## src/rtl/step_fsm_gen.sv

```systemverilog
// Up/down state stepper with optional top->0 wrap, a synchronous load and a
// saturating wrap-event counter. Only the state register drives at_top/at_bottom.
module step_fsm_gen #(
  parameter int unsigned NUM_STATES = 7,
  parameter int unsigned SAT_MODE   = 0,
  parameter int unsigned CNT_W      = 8,
  localparam int unsigned SW = (NUM_STATES > 2) ? $clog2(NUM_STATES) : 1
) (
  input  logic             clk,
  input  logic             reset,
  input  logic             en,
  input  logic             step_up,
  input  logic             load,
  input  logic [SW-1:0]    load_val,
  input  logic             clr_cnt,
  output logic [SW-1:0]    state,
  output logic             at_top,
  output logic             at_bottom,
  output logic             wrap_pulse,
  output logic [CNT_W-1:0] wrap_cnt,
  output logic             load_err
);

  localparam logic [SW-1:0] TOP = SW'(NUM_STATES - 1);

  typedef enum logic [2:0] {
    ACT_HOLD,
    ACT_LOAD,
    ACT_LOAD_OOR,
    ACT_UP,
    ACT_DOWN,
    ACT_RECOVER
  } act_e;

  act_e             act;
  logic [SW-1:0]    state_q, state_d;
  logic             wrap_pulse_q, wrap_pulse_d;
  logic [CNT_W-1:0] wrap_cnt_q, wrap_cnt_d;
  logic             load_err_q, load_err_d;

  // One action per cycle; an illegal encoding overrides everything and returns to 0.
  always_comb begin
    act = ACT_HOLD;
    if (32'(state_q) >= NUM_STATES) begin
      act = ACT_RECOVER;
    end else if (load) begin
      act = (32'(load_val) < NUM_STATES) ? ACT_LOAD : ACT_LOAD_OOR;
    end else if (en) begin
      act = step_up ? ACT_UP : ACT_DOWN;
    end
  end

  always_comb begin
    state_d      = state_q;
    wrap_pulse_d = 1'b0;
    load_err_d   = 1'b0;
    case (act)
      ACT_LOAD:     state_d = load_val;
      ACT_LOAD_OOR: begin
        state_d    = TOP;
        load_err_d = 1'b1;
      end
      ACT_UP: begin
        if (state_q != TOP) begin
          state_d = state_q + SW'(1);
        end else if (SAT_MODE == 0) begin
          state_d      = '0;
          wrap_pulse_d = 1'b1;
        end
      end
      ACT_DOWN: begin
        if (state_q != '0) state_d = state_q - SW'(1);
      end
      ACT_RECOVER:  state_d = '0;
      default:      ;
    endcase
  end

  // Clear wins over a coincident wrap; the pulse itself is unaffected.
  always_comb begin
    wrap_cnt_d = wrap_cnt_q;
    if (clr_cnt) begin
      wrap_cnt_d = '0;
    end else if (wrap_pulse_d && (wrap_cnt_q != '1)) begin
      wrap_cnt_d = wrap_cnt_q + CNT_W'(1);
    end
  end

  always_ff @(posedge clk or posedge reset) begin
    if (reset) begin
      state_q      <= '0;
      wrap_pulse_q <= 1'b0;
      wrap_cnt_q   <= '0;
      load_err_q   <= 1'b0;
    end else begin
      state_q      <= state_d;
      wrap_pulse_q <= wrap_pulse_d;
      wrap_cnt_q   <= wrap_cnt_d;
      load_err_q   <= load_err_d;
    end
  end

  assign state      = state_q;
  assign at_top     = (state_q == TOP);
  assign at_bottom  = (state_q == '0);
  assign wrap_pulse = wrap_pulse_q;
  assign wrap_cnt   = wrap_cnt_q;
  assign load_err   = load_err_q;

endmodule

```

## config.mk

```make
export PLATFORM = sky130hd
export DESIGN_NAME = step_fsm_gen
export DESIGN_NICKNAME = d
export VERILOG_FILES = /design/src/rtl/step_fsm_gen.sv
export SDC_FILE = /design/constraint.sdc
export NUM_CORES = 1
export LEC_CHECK = 0
export BUFFER_PORTS_ARGS = -buffer_cell sky130_fd_sc_hd__buf_2
export CAP_MARGIN = 20
export CORE_UTILIZATION = 40
export DETAILED_ROUTE_END_ITERATION = 12
export PLACE_DENSITY = 0.7
export SYNTH_ARGS = -nofsm -noshare
export SYNTH_HDL_FRONTEND = slang
export SYNTH_SLANG_ARGS = --single-unit
```

## constraint.sdc

```tcl
create_clock -name clk -period 3.72 [get_ports clk]
set_input_delay 1.116 -clock clk [delete_from_list [all_inputs] [get_ports clk]]
set_output_delay 1.116 -clock clk [all_outputs]
set_load 0.03 [all_outputs]
```

After elaboration in Yosys (flattened, before gate mapping):

Cells that the tools add are included.

* add/subtract/negate cells: 3
* $lt $le $gt $ge: 2
* equality and inequality tests: 9
* multiplexer cells: 13
* reduce and logical (&&, ||, !) cells: 6

Operator list (count)
* $mux W3: 6
* $mux W8: 2
* $pmux W3 S5: 1
* $eq A3 B3 Y1 const B: 3
* $add A8 B1 Y8 const B: 1
* $ne A8 B8 Y1 const B: 1
* $eq A3 B2 Y1 const B: 2
* $reduce_bool A5 Y1: 1
* $add A3 B1 Y3 const B: 1
* $eq A3 B1 Y1 const B: 1
* $ge A3 B3 Y1 const B: 1
* $logic_not A3 Y1: 1
* $lt A3 B3 Y1 const B: 1
* $mux W1: 3
* $ne A3 B3 Y1 const B: 1
* $reduce_bool A3 Y1: 1
* $sub A3 B1 Y3 const B: 1
* $mux W2: 1
* $ne A2 B2 Y1 const B: 1
* $reduce_and A2 Y1: 1
* $reduce_bool A2 Y1: 1
* $logic_and A1 B1 Y1: 1

* flip-flop bits (word level): 13
* input bits: 9
* output and inout bits: 15
* word-level logic and storage cells: 37

Logic depth before layout (Yosys ltp):

* depth after elaboration: 9
* gate-level depth with buffers: 8
* gate-level depth less buffers: 7

Worst setup path before layout:

Ideal clock, no wire load.

* path type: reg2out
* from: reg state_q[0] (netlist: state[0])
* to: out at_top
* data arrival time: 1.227 ns
* data required time: 2.604 ns
* setup slack: 1.377 ns
* cell stages (with the launch flop): 4
* buffers on the path: 0
* cell sequence: dfrtp_1 -> inv_1 -> ha_1 -> and2_1

* cells in the longest elaborated chain, start to end: 1

RTL lines
* start, declared: line 36 `logic [SW-1:0] state_q, state_d;`
* start signal, assigned: line 96 `state_q <= state_d;`
* $eq A3 B3 Y1: line 104 `assign at_top = (state_q == TOP);`
* end, declared: line 17 `output logic at_top,`

No other way between the ends.

Worst setup path after layout:

Same ends and word-level chain as after synthesis.

==> flow_summary.json <==
{
  "insertion_delay_ns": 0.27,
  "mostFrequentLayoutCells": "23 x buf_2, 13 x dfrtp_1, 8 x a21oi_1",
  "wl_met1_microns": 761,
  "grt_max_degree": 16,
  "placed_cell_area_sq_um": 985,
  "syn_avg_cell_area_sq_um": 9.11,
  "fp.dieH_microns": 48.0,
  "worstSetupStartpointType": "register",
  "grt_overflow": 0,
  "hpwl_microns": 1270,
  "die_x_microns": 48.0,
  "vdd_drop_max_mv": 0.298,
  "h-tree-depth": 1,
  "grt_pass1_wl_microns": 2740,
  "gr-usage-all-layers_pct": 17.0,
  "yosys_register_bits": 13,
  "pwr-share-seq_pct": 41.3,
  "power.total_w": 0.000433,
  "intPower_w": 0.000260,
  "synthCells": 93,
  "synth_cell_type_count": 31,
  "path_cells": "inv_1, ha_1, and2_1, buf_2",
  "hold_path.class": "register to register",
  "cp_top_family": "flip-flops",
  "leakage_nw": 0.485,
  "cts_tree": "done",
  "dr_wl_met3_microns": 66,
  "cap_violations": 0,
  "start_util_pct": 42.7,
  "worst_path_max_delay_cell": "dfrtp_1",
  "drv_slew": 0,
  "cts_hold_buf": 0,
  "clkPwrFrac_pct": 20.1,
  "switching_share_pct": 40.0,
  "netlist_area_sq_um": 847,
  "pin_count": 24,
  "drive_above_1_share_pct": 25.4,
  "ys_warn_count": 0,
  "fmax_ghz": 0.383,
  "vias_per_cell": 5.35,
  "critical_path_class": "register to primary output",
  "hold_ws_ns": 0.535,
  "core.rowCount": 16,
  "slowest_delay_ns": 0.48,
  "crit_fanout": 6,
  "async_reset_ff_share_pct": 100,
  "worst_slew_pin_slew_ns": 0.483,
  "period_needed_ns": 2.61,
  "area_delta_synth_final_pct": 19.4,
  "wl_per_cell_microns": 11.5,
  "cts.repair.resized": 0,
  "powerDensity_mw_per_mm2": 428,
  "cts_buffers": 3,
  "combPwrFrac_pct": 38.5,
  "ys_seq_area_share_pct": 38.4,
  "drt_iter0_drc": 19,
  "crit_required_ns": 2.60,
  "critPathBufInv": 2,
  "diodes": 0,
  "outcome": "complete, no violations",
  "cp-end-kind": "primary output",
  "drc_errors": 0,
  "finish.instance_area_sq_mm": 0.00101,
  "register_area_sq_um": 325,
  "crit_end": "at_top",
  "rsz0062_at_grt": "false",
  "clk_pin_slew_ns": 0.08,
  "rrSetupSlack_ns": 1.41,
  "num_vias": 776,
  "wl_microns": 1670,
  "power_switching_w": 0.000173,
  "relSlewSlack_pct": 67.8,
  "first_pass_iters": 4,
  "synth_nets": 109,
  "clock_skew_ns": 0.00452,
  "antenna_left": 0,
  "cts_setup_buffers": 0,
  "die_area_sq_mm": 0.00231,
  "regToRegEndpoint": "wrap_cnt[4]$_DFFE_PP0P_",
  "fillers": 180,
  "hold_viol": 0,
  "cp.depth": 4,
  "arrival_ns": 1.50,
  "synth-edff-count": 0,
  "report.final.setup_viol": 0,
  "synthFlopType": "dfrtp_1",
  "route.met2.wl_microns": 825,
  "antenna_found_initial": 0,
  "gp_congestion": 0.767,
  "grt_pass1_vias": 676,
  "crit_path_start": "state[0]$_DFFE_PP0P_",
  "root_buffer": "clkbuf_4",
  "io_buffer_count": 23,
  "routed.top_layer": "met4",
  "core_sq_mm": 0.00198,
  "tns_ns": 0,
  "layout.cells.most_common": "buf_2",
  "clock_sinks": 13,
  "multiInputGateArea_sq_um": 488,
  "reg2reg_depth": 6,
  "period_share_pct": 70.2,
  "timing.rr.start": "state[0]$_DFFE_PP0P_",
  "nets": 135,
  "ctsLongestPathBuffers": 2
}
cell families after synthesis:
group / share of synthesized area [%]
AO/OA/AOI/OAI: 17.4
adder cells (fa/ha/maj): 10.3
buffers and inverters: 3.99
flip-flops: 38.4
multiplexers: 2.51
AND/OR/NAND/NOR: 27.3
layout make-up:
| cell class | count | area share (%) |
|---|---|---|
| Tap cell | 27 | 3.34 |
| Sequential cell | 13 | 32.2 |
| Timing Repair Buffer | 23 | 11.4 |
| Clock buffer | 4 | 2.60 |
| Multi-Input combinational cell | 72 | 48.3 |
| Inverter | 6 | 2.23 |
Yosys cell counts, types with 2 or more instances:
master	instances	share of area, %
or4_1	2	1.8
nor2_1	5	2.2
o21ai_0	7	4.1
o31ai_1	2	1.8
nor3_1	4	2.4
ha_1	7	10
dfrtp_1	13	38
a221oi_1	2	2.1
inv_1	6	2.7
nand2_1	3	1.3
and2_1	2	1.5
or3_1	5	3.7
a21oi_1	8	4.7
nand2b_1	4	3.0
nor2b_1	2	1.5
nand3_1	6	3.5
power groups by stage:
stage	combinational, W	clock, W	sequential (W)
after CTS	0.000168	0.0000897	0.000179
final	0.000167	0.0000871	0.000179
after global routing	0.000186	0.0000942	0.000181
after floorplan	0.000102	0	0.000199
after detailed placement	0.000168	0	0.000181
after global placement	0.000165	0	0.000180
stage by stage:
stage	util [%]	instances	worst slack, ns
floorplan	-	93	1.38
global placement	49.7	141	1.15
detailed placement	49.7	141	1.12
CTS	51.0	145	1.09
global route	51.0	145	1.03
finish	51.0	145	1.11
flip-flops by register name, summed over array words and instances, names as in the netlist:
register,cells
state,3
wrap_pulse,1
wrap_cnt,8
load_err,1
worst min path at each step:
stage                       startpoint  depth (start not counted)                      end  slack (ns)
2_1_floorplan  wrap_cnt[6]$_DFFE_PP0P_                          1  wrap_cnt[6]$_DFFE_PP0P_        0.70
5_1_grt        wrap_cnt[6]$_DFFE_PP0P_                          1  wrap_cnt[6]$_DFFE_PP0P_        0.58
6_report       wrap_cnt[6]$_DFFE_PP0P_                          1  wrap_cnt[6]$_DFFE_PP0P_        0.54
3_3_place_gp   wrap_cnt[6]$_DFFE_PP0P_                          1  wrap_cnt[6]$_DFFE_PP0P_        0.52
3_5_place_dp   wrap_cnt[6]$_DFFE_PP0P_                          1  wrap_cnt[6]$_DFFE_PP0P_        0.52
4_1_cts        wrap_cnt[6]$_DFFE_PP0P_                          1  wrap_cnt[6]$_DFFE_PP0P_        0.53
layer usage:
metal  vias up  global-route usage (%)
met2        23                    30.0
met4         0                    8.33
li1        392                       -
met5         -                       0
met1       359                    20.1
met3         2                    2.26
Power figures use the tool's default switching activity.
